<file path="src/rtl/uart_tx_if.sv">
// Byte-producer side of the UART transmitter: start strobe, data byte,
// and the serial line / busy flag coming back.
interface uart_tx_if;
    logic       tx_start;
    logic [7:0] tx_data;
    logic       tx;
    logic       tx_busy;

    modport master (
        output tx_start,
        output tx_data,
        input  tx,
        input  tx_busy
    );

    modport slave (
        input  tx_start,
        input  tx_data,
        output tx,
        output tx_busy
    );
endinterface

</file>
<file path="src/rtl/uart_tx.sv">
// 8N1 UART transmitter: one start bit, eight data bits LSB first, one stop bit.
// tx and tx_busy come straight from flops, so nothing on the bus reaches the pin combinationally.
module uart_tx #(
    parameter int CLK_FREQ     = 50_000_000,
    parameter int BAUD_RATE    = 115200,
    parameter int CLKS_PER_BIT = CLK_FREQ / BAUD_RATE
) (
    input  logic clk,
    input  logic reset,
    uart_tx_if.slave bus
);

    localparam int                CNT_W    = (CLKS_PER_BIT > 1) ? $clog2(CLKS_PER_BIT) : 1;
    localparam logic [CNT_W-1:0]  CNT_LAST = CNT_W'(CLKS_PER_BIT - 1);

    typedef enum logic [1:0] {
        IDLE,
        START,
        DATA,
        STOP
    } state_e;

    state_e           state_q,   state_d;
    logic [CNT_W-1:0] cnt_q,     cnt_d;
    logic [2:0]       bit_idx_q, bit_idx_d;
    logic [7:0]       shift_q,   shift_d;
    logic             tx_q,      tx_d;
    logic             busy_q,    busy_d;

    logic             cnt_last;

    assign cnt_last = (cnt_q == CNT_LAST);

    // The line value for the next bit period is computed one cycle early so
    // that tx itself can be a plain flop.
    always_comb begin
        // NOTE: every signal gets a default before the case so no path leaves
        // it unassigned; otherwise synthesis infers a latch.
        state_d   = state_q;
        cnt_d     = cnt_q;
        bit_idx_d = bit_idx_q;
        shift_d   = shift_q;
        tx_d      = tx_q;
        busy_d    = busy_q;

        unique case (state_q)
            IDLE: begin
                cnt_d  = '0;
                tx_d   = 1'b1;
                busy_d = 1'b0;
                if (bus.tx_start) begin
                    shift_d = bus.tx_data;
                    state_d = START;
                    tx_d    = 1'b0;
                    busy_d  = 1'b1;
                end
            end

            START: begin
                tx_d = 1'b0;
                if (cnt_last) begin
                    cnt_d     = '0;
                    bit_idx_d = 3'd0;
                    state_d   = DATA;
                    tx_d      = shift_q[0];
                end else begin
                    cnt_d = cnt_q + CNT_W'(1);
                end
            end

            DATA: begin
                tx_d = shift_q[bit_idx_q];
                if (cnt_last) begin
                    cnt_d = '0;
                    if (bit_idx_q == 3'd7) begin
                        state_d = STOP;
                        tx_d    = 1'b1;
                    end else begin
                        bit_idx_d = bit_idx_q + 3'd1;
                        tx_d      = shift_q[bit_idx_q + 3'd1];
                    end
                end else begin
                    cnt_d = cnt_q + CNT_W'(1);
                end
            end

            STOP: begin
                tx_d = 1'b1;
                if (cnt_last) begin
                    cnt_d   = '0;
                    state_d = IDLE;
                    busy_d  = 1'b0;
                end else begin
                    cnt_d = cnt_q + CNT_W'(1);
                end
            end

            default: begin
                state_d = IDLE;
                cnt_d   = '0;
                tx_d    = 1'b1;
                busy_d  = 1'b0;
            end
        endcase
    end

    // NOTE: sequential state uses non-blocking assignments so every flop
    // samples the pre-edge value regardless of statement order.
    always_ff @(posedge clk) begin
        if (reset) begin
            // NOTE: the holding register is reset too; it is eight flops, not a
            // memory array, and a known value keeps a post-reset dump clean.
            state_q   <= IDLE;
            cnt_q     <= '0;
            bit_idx_q <= 3'd0;
            shift_q   <= 8'h00;
            tx_q      <= 1'b1;
            busy_q    <= 1'b0;
        end else begin
            state_q   <= state_d;
            cnt_q     <= cnt_d;
            bit_idx_q <= bit_idx_d;
            shift_q   <= shift_d;
            tx_q      <= tx_d;
            busy_q    <= busy_d;
        end
    end

    assign bus.tx      = tx_q;
    assign bus.tx_busy = busy_q;

endmodule

</file>
<file path="src/flat_wrapper.sv">
// flat-port wrapper written by rule: the top's interface ports become plain ports
module uart_tx_flat 
#(
    parameter int CLK_FREQ     = 50_000_000,
    parameter int BAUD_RATE    = 115200,
    parameter int CLKS_PER_BIT = CLK_FREQ / BAUD_RATE
)
  (clk, reset, bus_tx_start, bus_tx_data, bus_tx, bus_tx_busy);
  uart_tx_if bus_i ();
  input  logic clk;
  input  logic reset;
  input wire logic [$bits(bus_i.tx_start)-1:0] bus_tx_start;
  input wire logic [$bits(bus_i.tx_data)-1:0] bus_tx_data;
  output wire logic [$bits(bus_i.tx)-1:0] bus_tx;
  output wire logic [$bits(bus_i.tx_busy)-1:0] bus_tx_busy;
  assign bus_i.tx_start = bus_tx_start;
  assign bus_i.tx_data = bus_tx_data;
  assign bus_tx = bus_i.tx;
  assign bus_tx_busy = bus_i.tx_busy;
  uart_tx #(.CLK_FREQ(CLK_FREQ), .BAUD_RATE(BAUD_RATE), .CLKS_PER_BIT(CLKS_PER_BIT)) u_core (.clk(clk), .reset(reset), .bus(bus_i));
endmodule
</file>
<file path="config.mk">
export PLATFORM = sky130hd
export DESIGN_NAME = uart_tx_flat
export DESIGN_NICKNAME = d
export VERILOG_FILES = /design/src/rtl/uart_tx_if.sv /design/src/rtl/uart_tx.sv /design/src/flat_wrapper.sv
export SDC_FILE = /design/constraint.sdc
export NUM_CORES = 1
export LEC_CHECK = 0
export CORE_MARGIN = 1
export CORE_UTILIZATION = 55
export DETAILED_ROUTE_END_ITERATION = 8
export MAX_ROUTING_LAYER = met4
export PLACE_DENSITY = 0.85
export SYNTH_ARGS = -nofsm -noshare
export SYNTH_HDL_FRONTEND = slang
export SYNTH_SLANG_ARGS = --single-unit
export TNS_END_PERCENT = 50
</file>
<file path="constraint.sdc">
create_clock -name clk -period 3.45 [get_ports clk]
set_input_delay 0.5175 -clock clk [delete_from_list [all_inputs] [get_ports clk]]
set_output_delay 0.5175 -clock clk [all_outputs]
set_load 0.05 [all_outputs]
</file>
### Word-level counts from Yosys, hierarchy flattened

Cells that the tools add are included.

* register bits: 24
* bits in latches: 0
* bits in writable memories: 0
* memory bits (read-only): 0
* bits of input ports: 11
* output and inout bits: 2
* word-level logic and storage cells: 53
* memories kept: 0

* add/sub/neg operators: 2
* $mul: 0
* divide/modulo/power cells: 0
* $lt $le $gt $ge: 2
* equality and inequality tests: 11
* shifts and indexed selects: 0
* mux-type cells: 24
* bitwise logic cells: 0
* reductions and logical operators: 8

Operators with widths (number)
* $pmux 9 s2: 1
* $mux 2: 5
* $add 9x1->9 const B: 1
* $eq 9x9->1 const B: 1
* $mux 3: 3
* $mux 9: 1
* $lt 3x4->1 const B: 2
* $mux 1: 8
* $ne 2x1->1 const B: 4
* $pmux 2 s4: 1
* $bmux 1 s3: 2
* $pmux 3 s2: 1
* $reduce_and 5->1: 1
* $eq 2x2->1 const B: 2
* $ne 2x2->1 const B: 2
* $pmux 1 s4: 1
* $reduce_and 2->1: 2
* $reduce_and 4->1: 1
* $reduce_bool 2->1: 2
* $add 3x1->3 const B: 1
* $eq 3x3->1 const B: 1
* $reduce_or 3->1: 1
* $eq 2x1->1 const B: 1
* $logic_not 2->1: 1
* $pmux 1 s2: 1

### Depth between registers and ports, before layout

Gate-level depths: netlist (run 1).

* depth in word-level cells: 6
* mapped depth: 7

### Worst setup path before layout (run 1)

OpenSTA, ideal clock, no wires.

* path kind: register to register
* start point: reg u_core.bit_idx_q[0]
* end point: reg u_core.tx_q (netlist: u_core.bus.tx)
* data arrival time: 1591 ps
* setup slack: 1721 ps
* stages on the path, launching flop included: 6
* path through: dfxtp_1 > ha_1 > mux4_2 > mux2_2 > nand2_1 > a41oi_1

* cells in the longest elaborated chain, start to end: 6
* elaborated cells on any way between the ends: 9
* classes of those cells: 1 x add/sub; 1 x eq/ne; 7 x mux

Ends and longest elaborated chain
* start: declaration: line uart_tx.sv:25 `logic [2:0] bit_idx_q, bit_idx_d;`
* start signal: assignment: line uart_tx.sv:122 `bit_idx_q <= bit_idx_d;`
* $add 3x1->3: line uart_tx.sv:80 `tx_d = shift_q[bit_idx_q + 3'd1];`
* $bmux 1 s3: line uart_tx.sv:80
* $mux 1 (implied by the code): line uart_tx.sv:80
* $mux 1: line uart_tx.sv:75 `if (bit_idx_q == 3'd7) begin`
* $mux 1 (*): line uart_tx.sv:73 `if (cnt_last) begin`
* $pmux 1 s4 (*): line uart_tx.sv:46 `unique case (state_q)`
* end signal: assignment: line uart_tx.sv:124 `tx_q <= tx_d;`
* end: declaration: line uart_tx.sv:27 `logic tx_q, tx_d;`

Every way passes the cells marked *; elsewhere a longest branch is shown, timed or not. The select of a mux whose other input is x is not followed.
A chain may end at the register's enable or synchronous reset.

### Worst setup path in the final report (run 1)

* start point: reg u_core.busy_q (netlist: u_core.bus.tx_busy)
* end point: out bus_tx_busy

RTL lines
* start: declaration: line uart_tx.sv:28 `logic busy_q, busy_d;`
* start signal: assignment: line uart_tx.sv:125 `busy_q <= busy_d;`
* end: declaration: line flat_wrapper.sv:15 `output wire logic [$bits(bus_i.tx_busy)-1:0] bus_tx_busy;`

No word-level cell between the ends.

==> results of run 1 <==
[kinds of logic (layout without fill, tap and decap cells)]
| kind of cell | after synthesis | in the layout | synth area share [%] |
|---|---|---|---|
| buf+inv | 10 | 21 | 3.00 |
| compound gates | 19 | 19 | 10.2 |
| mux | 8 | 8 | 10.8 |
| flops | 24 | 24 | 38.4 |
| fa+ha+maj | 9 | 9 | 9.00 |
| xor+xnor | 7 | 7 | 4.90 |
| simple gates | 61 | 61 | 23.7 |
[power groups by stage]
| stage | Combinational [mW] | Clock, mW | Sequential [mW] |
|---|---|---|---|
| 2_1_floorplan | 0.237 | 0 | 0.388 |
| 3_5_place_dp | 0.346 | 0 | 0.365 |
| 4_1_cts | 0.354 | 0.151 | 0.358 |
| 5_1_grt | 0.386 | 0.161 | 0.366 |
| 6_report | 0.352 | 0.146 | 0.360 |
| 3_3_place_gp | 0.336 | 0 | 0.362 |
[worst register-to-register path: cells and delay by family, from the launching register on]
kind,cells,cell delay (ns)
adders and majority gates,1,0.40
muxes,2,0.78
AOI/OAI and AO/OA,1,0.09
and+or+nand+nor,1,0.07
DFF,1,0.41
[worst max path at each step]
stage	slack (ns)	to	depth (start not counted)	start
global placement	1.42	u_core.state_q[0]	4	bus_tx_start
finish	1.45	bus_tx_busy	1	u_core.bus.tx_busy
floorplan	1.72	u_core.bus.tx	5	u_core.bit_idx_q[0]
CTS	1.45	bus_tx_busy	1	u_core.bus.tx_busy
detailed placement	1.38	u_core.state_q[0]	4	bus_tx_start
global route	1.41	bus_tx_busy	1	u_core.bus.tx_busy
[cell usage in the layout (no fill, tap or decap), drive strengths merged, types with 4 or more instances in the layout]
cell,count
xnor2,6
inv,5
nand2b,5
nor2b,5
a21oi,11
nand3,13
clkbuf,4
ha,9
nor2,17
mux4,4
dfxtp,24
clkdlybuf4s50,12
nand2,14
[final cells by class]
| cell class | instances | area (µm²) | area share [%] |
|---|---|---|---|
| multi-input combinational | 104 | 733 | 51.5 |
| sequential | 24 | 480 | 33.8 |
| timing repair buffer | 12 | 120 | 8.44 |
| clock buffer | 4 | 36.3 | 2.55 |
| tap | 27 | 33.8 | 2.37 |
| inverter | 5 | 18.8 | 1.32 |
[state kept, by name, summed over array words and instances, names as in the netlist]
| signal | flops |
|---|---|
| u_core.bit_idx_q | 3 |
| u_core.bus.tx | 1 |
| u_core.bus.tx_busy | 1 |
| u_core.cnt_q | 9 |
| u_core.shift_q | 8 |
| u_core.state_q | 2 |
[stage by stage]
stage / worst slack [ns] / util (%)
2_1_floorplan: 1.72 / -
3_3_place_gp: 1.42 / 67.9
3_5_place_dp: 1.38 / 67.9
4_1_cts: 1.45 / 69.7
5_1_grt: 1.41 / 69.7
6_report: 1.45 / 69.7
[per-layer routing]
layer | routed length, µm | GRT usage (%)
met5 | 0 | -
met4 | 32 | 9.05
met3 | 128 | 4.01
met2 | 1150 | 34.5
met1 | 1170 | 29.1
[cells in the mapped netlist, types with 2 or more instances]
cell type / n
dfxtp_1: 24
mux2i_1: 3
nand2_1: 14
mux4_2: 3
inv_1: 5
xnor2_1: 6
nand4_1: 2
a21oi_1: 10
nand2b_1: 5
clkbuf_1: 4
nor3_1: 2
ha_1: 9
nor2_1: 17
nor2b_1: 5
nand3_1: 13
==> results.md, run 1 <==
* Yosys warning total at 0
* Clock group share of total power at 17.0%
* Async SR Flop Fraction at 0%
* Number of hold buffers added after cts at 0
* Total Power at 858 µW
* Worst slew pin tran at 0.621 ns
* Critical path launch point type: flop
* Combinational power share at 41.0%
* I/O Pins at 13
* Std cell rows at 16
* Die ar. at 2470 µm²
* Hold Path Sink: u_core.shift_q[1]
* Clock sinks at 24
* VDD IR-drop max at 393 µV
* Via count at 1012
* Post-Syn Nets at 158
* WP buf/inv at 1
* Min-delay src: u_core.shift_q[1]
* Vias in the first global route at 909
* Relative slew slack at 58.5%
* DR DRC count at 0
* CTS HTree Levels at 1
* Register bit total from synthesis at 24
* Max Fclk at 501 MHz
* Mean post-synth cell area at 9.07 µm²
* Initial DRC Count at 23
* Global Route Usage Sum at 22.4%
* Crit. End Element: output port
* Final HPWL DP at 1790 µm
* CTS tree: built
* CTS buffer count at 3
* Sw Pwr at 322 µW
* Chip Width at 49.7 µm
* Share of layout cells above drive strength 1 at 8.72%
* Routed len/inst at 14.1 µm
* Sequential fraction of design power at 41.9%
* Final WL at 2480 µm
* Hold_ws at 0.491 ns
* WS Path Type: reg2out
* Core area at 2040 µm²
* # Max-Cap Violations at 0
* Crit-path max cell delay at 0.81 ns
* Final setup vio count at 0
* Critical-path top delay cell: clkdlybuf4s50_1
* Finished Cell Area at 1420 µm²
* Post-synth top area share at 38.4%
* Critical-path maximum fanout at 2
* Cell area after synthesis at 1250 µm²
* Via-per-instance ratio at 5.75
* Internal power at 536 µW
* Hold path cells at 2
* Hold Path Class: reg2reg
* Fin crit share at 57.8%
* Antenna violations before repair at 0
* Syn-to-layout area delta at 13.7%
* Crit path cell chain: clkdlybuf4s50_1
* DR pass1 iterations at 4
* R2R Path End: u_core.bus.tx
* Post-Synthesis Cells at 138
* WP data arrival at 1.48 ns
* Cell Pwr Density at 603 nW/µm²
* Clock Pin Slew Worst Setup and Hold Paths at 0.12 ns
* Tmin final at 2.00 ns
* Placer Congestion at 0.843
* Fin. Hold Viols at 0
* Buffers on Ports at 12
* R2r setup slk at 1.59 ns
* CTS root buf: clkbuf_4
* Primary FF master, synth: dfxtp_1
* Fillers at 183
* Post-route insts no fill at 176
* Post-CTS Setup Bufs at 0
* Number of synthesized flops with an enable pin at 0
* Synth area leaders: dfxtp_1 (38%), ha_1 (9.0%), mux4_2 (5.4%)
* Placed inst area at 1390 µm²
* Largest net degree at the start of global routing at 19
* Post-synthesis sequential area ratio at 38.4%
* Setup_tns at 0 ns
* RSZ-0062 raised after global routing: false
* CTS max path bufs at 2
* Ant diodes at 0
* Placed Instances at 172
* Remaining Overflow, GRT at 0
* Outcome: complete, no violations
* Switching Fraction at 37.5%
* Die Y at 49.7 µm
* Initial Utilization at 61.3%
* First-pass GRT wire length at 4070 µm
* R2R cell count at 5
* CP required at 2.93 ns
* Synth unique cells at 31
* Worst-skew pair later-pin latency at 0.31 ns
* Fin nets at 170
* Final Skew at 0.00185 ns
* LEAKAGE at 0.520 nW
* Yosys top cell by area: dfxtp_1
* # resized after CTS at 0
* Final slew viol count at 0
* CP delay by family, top: buffers and inverters
* Antenna Violating Nets Remaining at 0
* Startpoint of the worst-slack reg-to-reg timing path: u_core.bit_idx_q[0]
Note: power is estimated with default switching activity, not from simulation.
==> inputs of run 2 (changes only) <==
- clock period: 3.45 -> 2 ns (I/O delays scaled with it)
==> run 2 against run 1 <==
Via count increased by 0.59%. Clock skew increased by 0.0078 ns. Register-to-register slack lost 1.5 ns. Critical path type is now reg2reg. Critical endpoint is now u_core.bus.tx.
==> results.md, run 2 (synthesized netlist as in run 1, its figures left out) <==
* Core Util, Final at 70.1%
* Via-per-instance ratio at 5.72
* Ant diodes at 0
* Clock sinks at 24
* Fin crit share at 93.0%
* Most flops, register: u_core.cnt_q
* Antenna violations before repair at 0
* Most frequent cells in the layout: dfxtp_1 (24), nor2_1 (17), nand2_1 (14)
* Final setup vio count at 0
* Hold_ws at 0.495 ns
* Setup_tns at 0 ns
* DR DRC count at 0
* Most common cell after layout, fill and taps aside: dfxtp_1
* Via count at 1018
* Std cell rows at 16
* Critical-path maximum fanout at 6
* Cell Pwr Density at 1030 nW/µm²
* Critical path launch point type: flop
* Final Skew at 0.00964 ns
* CTS root buf: clkbuf_4
* Critical-path top delay cell: mux4_2
* Die Y at 49.7 µm
* Buffers on Ports at 12
* Routed len/inst at 15.0 µm
* Regs by FF count: u_core.cnt_q: 9 flops, u_core.shift_q: 8 flops, u_core.bit_idx_q: 3 flops
* Syn-to-layout area delta at 14.4%
* Post-CTS Setup Bufs at 0
* Tmin final at 1.86 ns
* # resized after CTS at 0
* CTS max path bufs at 2
* VDD IR-drop max at 821 µV
* R2r setup slk at 0.14 ns
* Hold Path Class: reg2reg
* Min-delay src: u_core.shift_q[4]
* Chip Width at 49.7 µm
* Placer Congestion at 0.868
* Vias in the first global route at 978
* CTS HTree Levels at 1
* Share of layout cells above drive strength 1 at 9.93%
* CTS tree: built
* CTS buffer count at 3
* I/O Pins at 13
* Placed inst area at 1410 µm²
* Outcome: complete, no violations
* First-pass GRT wire length at 4470 µm
* Die ar. at 2470 µm²
* LEAKAGE at 0.527 nW
* Multi-input combinational cell area at 733 µm²
* Register area at 480 µm²
* Hold Path Sink: u_core.shift_q[4]
* Final slew viol count at 0
* Startpoint of the worst-slack reg-to-reg timing path: u_core.bit_idx_q[0]
* Crit-path max cell delay at 0.53 ns
* Final WL at 2670 µm
* Initial Utilization at 61.3%
* Hold path cells at 2
* Remaining Overflow, GRT at 0
* Finished Cell Area at 1430 µm²
* WS Path Type: reg2reg
* Core area at 2040 µm²
* Fillers at 160
* Clock Pin Slew Worst Setup and Hold Paths at 0.13 ns
* Number of flip-flops under the largest register name at 9
* CP required at 2.19 ns
* DR pass1 iterations at 4
* Largest net degree at the start of global routing at 13
* Levels on crit path at 5
* Relative slew slack at 67.1%
* R2R Path End: u_core.bus.tx
* Total Power at 1.47 mW
* WP buf/inv at 0
* Initial DRC Count at 30
* # Max-Cap Violations at 0
* Max Fclk at 537 MHz
* Crit path cell chain: ha_1 -> mux4_2 -> mux2_2 -> nand2_1 -> a41oi_1
* Crit. End Element: flop
* CP delay by family, top: multiplexers
* Number of hold buffers added after cts at 0
* WP data arrival at 2.06 ns
* Fin. Hold Viols at 0
* Final HPWL DP at 2040 µm
* Worst slew pin tran at 0.493 ns
* Antenna Violating Nets Remaining at 0
* Worst-skew pair later-pin latency at 0.31 ns
* Fin nets at 173
* R2R cell count at 5
* RSZ-0062 raised after global routing: false
* Global Route Usage Sum at 24.5%
run 2: cell count changes in the layout (fill, tap and decap cells not counted):
cell      previous run  this run
clkbuf_8             1         0
buf_4                0         3
run 2: area by class of cell:
class,instances,area share [%]
Inverter,5,1.31
Tap cell,27,2.36
Timing Repair Buffer,15,9.97
Sequential cell,24,33.6
Multi-Input combinational cell,104,51.2
Clock buffer,3,1.57
run 2: routing by layer:
metal  up-vias  track usage, %  wire, µm
met2        23            36.0      1250
met4         0            7.14        29
li1        508               -         -
met5         -               -         0
met1       481            33.7      1280
met3         6            5.25       107
run 2: tightest hold or removal path, cell delays in order (launching register included):
cell     delay [ns]
dfxtp_1        0.35
nand2_1        0.06
a21oi_1        0.05
run 2: power by group:
group          internal (mW)  switching [mW]  leakage [nW]  total [mW]
Sequential             0.556          0.0697         0.196       0.626
Combinational          0.272           0.370         0.318       0.642
Clock                 0.0703           0.137        0.0138       0.207
Total                  0.899           0.576         0.527        1.47
run 2: how the worst max path moves through the flow:
| stage | start | end | slack (ns) |
|---|---|---|---|
| floorplan | u_core.bit_idx_q[0] | u_core.bus.tx | 0.27 |
| global placement | u_core.bit_idx_q[0] | u_core.bus.tx | 0.23 |
| detailed placement | u_core.bit_idx_q[0] | u_core.bus.tx | 0.15 |
| CTS | u_core.bit_idx_q[0] | u_core.bus.tx | 0.13 |
| global route | u_core.bit_idx_q[0] | u_core.bus.tx | 0.02 |
| finish | u_core.bit_idx_q[0] | u_core.bus.tx | 0.14 |
run 2: metrics by stage:
| stage | setup slack [ns] | instances |
|---|---|---|
| after floorplan | 0.271 | 138 |
| after global placement | 0.231 | 175 |
| after detailed placement | 0.146 | 175 |
| after CTS | 0.128 | 178 |
| after global routing | 0.0232 | 178 |
| final | 0.139 | 178 |
==> inputs of run 3 (changes only) <==
- MAX_ROUTING_LAYER: met4 -> not set
- SETUP_SLACK_MARGIN: not set -> 0.4
==> run 3 against run 2 <==
Maximum frequency increased by 8.7%. Sequential share of layout area decreased by 2.1 points. Register-to-register slack improved by 0.15 ns. Worst setup slack improved by 0.15 ns. Core utilization increased by 6.7 points. Critical path depth unchanged. Largest power group unchanged. Non-clock buffer count increased by 4. Via count increased by 5.6%. Highest routed layer unchanged. Sequential cell count unchanged. Clock power increased by 71%. Total power increased by 14%. Hold slack got worse by 0.015 ns.
==> results.md, run 3 (synthesized netlist as in run 1, its figures left out) <==
* Via count at 1075
* Internal power at 1.07 mW
* RSZ-0062 raised after global routing: true
* Hold_ws at 0.480 ns
* R2R Path End: u_core.bus.tx
* DR top layer: met4
* Routed met1 length at 1170 µm
* Met3 wire len at 170 µm
* DR pass1 iterations at 4
* CTS root buf: clkbuf_4
* Critical-path maximum fanout at 3
* R2R cell count at 5
* Remaining Overflow, GRT at 0
* Clock sinks at 24
* Multi-input combinational cell area at 800 µm²
* VDD IR-drop max at 1080 µV
* Syn-to-layout area delta at 25.3%
* Crit. End Element: flop
* Total Power at 1.67 mW
* Switching Fraction at 36.3%
* Chip Width at 49.7 µm
* Largest net degree at the start of global routing at 15
* CTS max path bufs at 2
* Worst-skew pair later-pin latency at 0.32 ns
* Hold Path Class: reg2reg
* WS Path Type: reg2reg
* Initial DRC Count at 22
* Final WL at 2740 µm
* Post-route insts no fill at 183
* Final setup vio count at 0
* Fillers at 136
* Placed Instances at 175
* Most common cell after layout, fill and taps aside: dfxtp_1
* Most flops, register: u_core.cnt_q
* First-pass GRT wire length at 4390 µm
* Fin crit share at 85.6%
* Setup crit end: u_core.bus.tx
* LEAKAGE at 0.568 nW
* Sw Pwr at 608 µW
* Buffers on Ports at 12
* Tmin final at 1.71 ns
* Die ar. at 2470 µm²
* Regs by FF count: u_core.cnt_q: 9 flops, u_core.shift_q: 8 flops, u_core.bit_idx_q: 3 flops
* Global Route Usage Sum at 23.8%
* Die Y at 49.7 µm
* Finished Cell Area at 1570 µm²
* Routed len/inst at 15.0 µm
* Core area at 2040 µm²
* Final Skew at 0.00572 ns
* Setup WS pre-CTS at 0.301 ns
* Outcome: complete, no violations
* Fin nets at 177
* Max Fclk at 584 MHz
* Relative slew slack at 67.7%
* Sequential fraction of design power at 38.1%
* Crit. Startpoint: u_core.bit_idx_q[0]
* Most frequent cells in the layout: dfxtp_1 (18), nor2_1 (17), nand3_1 (13)
* Placed inst area at 1420 µm²
* Number of hold buffers added after cts at 0
* I/O Pins at 13
* CTS tree: built
* Worst setup margin at 0.287 ns
* Antenna Violating Nets Remaining at 0
* Ant diodes at 0
* Antenna violations before repair at 0
* CTS buffer count at 3
* Final HPWL DP at 1860 µm
* Initial Utilization at 61.3%
* CTS HTree Levels at 1
* Worst slew pin tran at 0.487 ns
* Number of flip-flops under the largest register name at 9
* Combinational power share at 40.8%
* R2r setup slk at 0.29 ns
* Register area at 493 µm²
* Via-per-instance ratio at 5.87
* Clock Pin Slew Worst Setup and Hold Paths at 0.13 ns
* Vias in the first global route at 992
* Setup_tns at 0 ns
* CP required at 2.20 ns
* Clock group share of total power at 21.1%
* Startpoint of the worst-slack reg-to-reg timing path: u_core.bit_idx_q[0]
* Fin. Hold Viols at 0
* Placer Congestion at 0.841
* DR WL met2 at 1350 µm
* # Max-Cap Violations at 0
* Cell Pwr Density at 1070 nW/µm²
* Std cell rows at 16
* Core Util, Final at 76.8%
* Share of layout cells above drive strength 1 at 21.8%
* Critical path launch point type: flop
* DR DRC count at 0
* Final slew viol count at 0
* WP data arrival at 1.91 ns
## run 3: power by group through the flow
| stage | logic, mW | registers (mW) | clock network, mW |
|---|---|---|---|
| 6_report | 0.683 | 0.639 | 0.353 |
| 5_1_grt | 0.749 | 0.650 | 0.386 |
| 4_1_cts | 0.614 | 0.617 | 0.361 |
| 3_5_place_dp | 0.621 | 0.631 | 0 |
| 3_3_place_gp | 0.598 | 0.625 | 0 |
| 2_1_floorplan | 0.410 | 0.670 | 0 |
## run 3: cell type report
type / instances / area share [%]
clock buffers: 3 / 1.44
well taps: 27 / 2.15
clock inverters: 1 / 1.92
multi-input cells: 104 / 51.0
repair buffers: 19 / 10.9
inverters: 5 / 1.20
flip-flops and latches: 24 / 31.4
## run 3: worst max-delay path, cell delays in order, from the launching register on
cell	delay (ns)
dfxtp_4	0.38
ha_4	0.28
mux4_2	0.50
mux2_4	0.28
nand2_2	0.06
a41oi_2	0.08
## run 3: repair_timing
| action | 4_1_cts | 5_1_grt |
|---|---|---|
| pin swaps | 0 | 6 |
| gates cloned | 0 | 0 |
| endpoints found under the setup margin | 7 | 14 |
| buffers inserted | 2 | 2 |
| gates resized for setup | 5 | 14 |
## run 3: metal layers
layer  global-route usage [%]  up-vias
li1                         -      520
met4                     9.52        0
met3                     7.10        6
met5                        0        -
met2                     38.1       35
met1                     29.8      514
## run 3: worst min path at each step
stage	startpoint	endpoint	depth (start not counted)
2_1_floorplan	u_core.shift_q[6]	u_core.shift_q[6]	2
3_3_place_gp	u_core.shift_q[4]	u_core.shift_q[4]	2
3_5_place_dp	u_core.shift_q[3]	u_core.shift_q[3]	2
4_1_cts	u_core.shift_q[6]	u_core.shift_q[6]	2
5_1_grt	bus_tx_data[1]	u_core.shift_q[1]	3
6_report	u_core.cnt_q[0]	u_core.cnt_q[0]	1
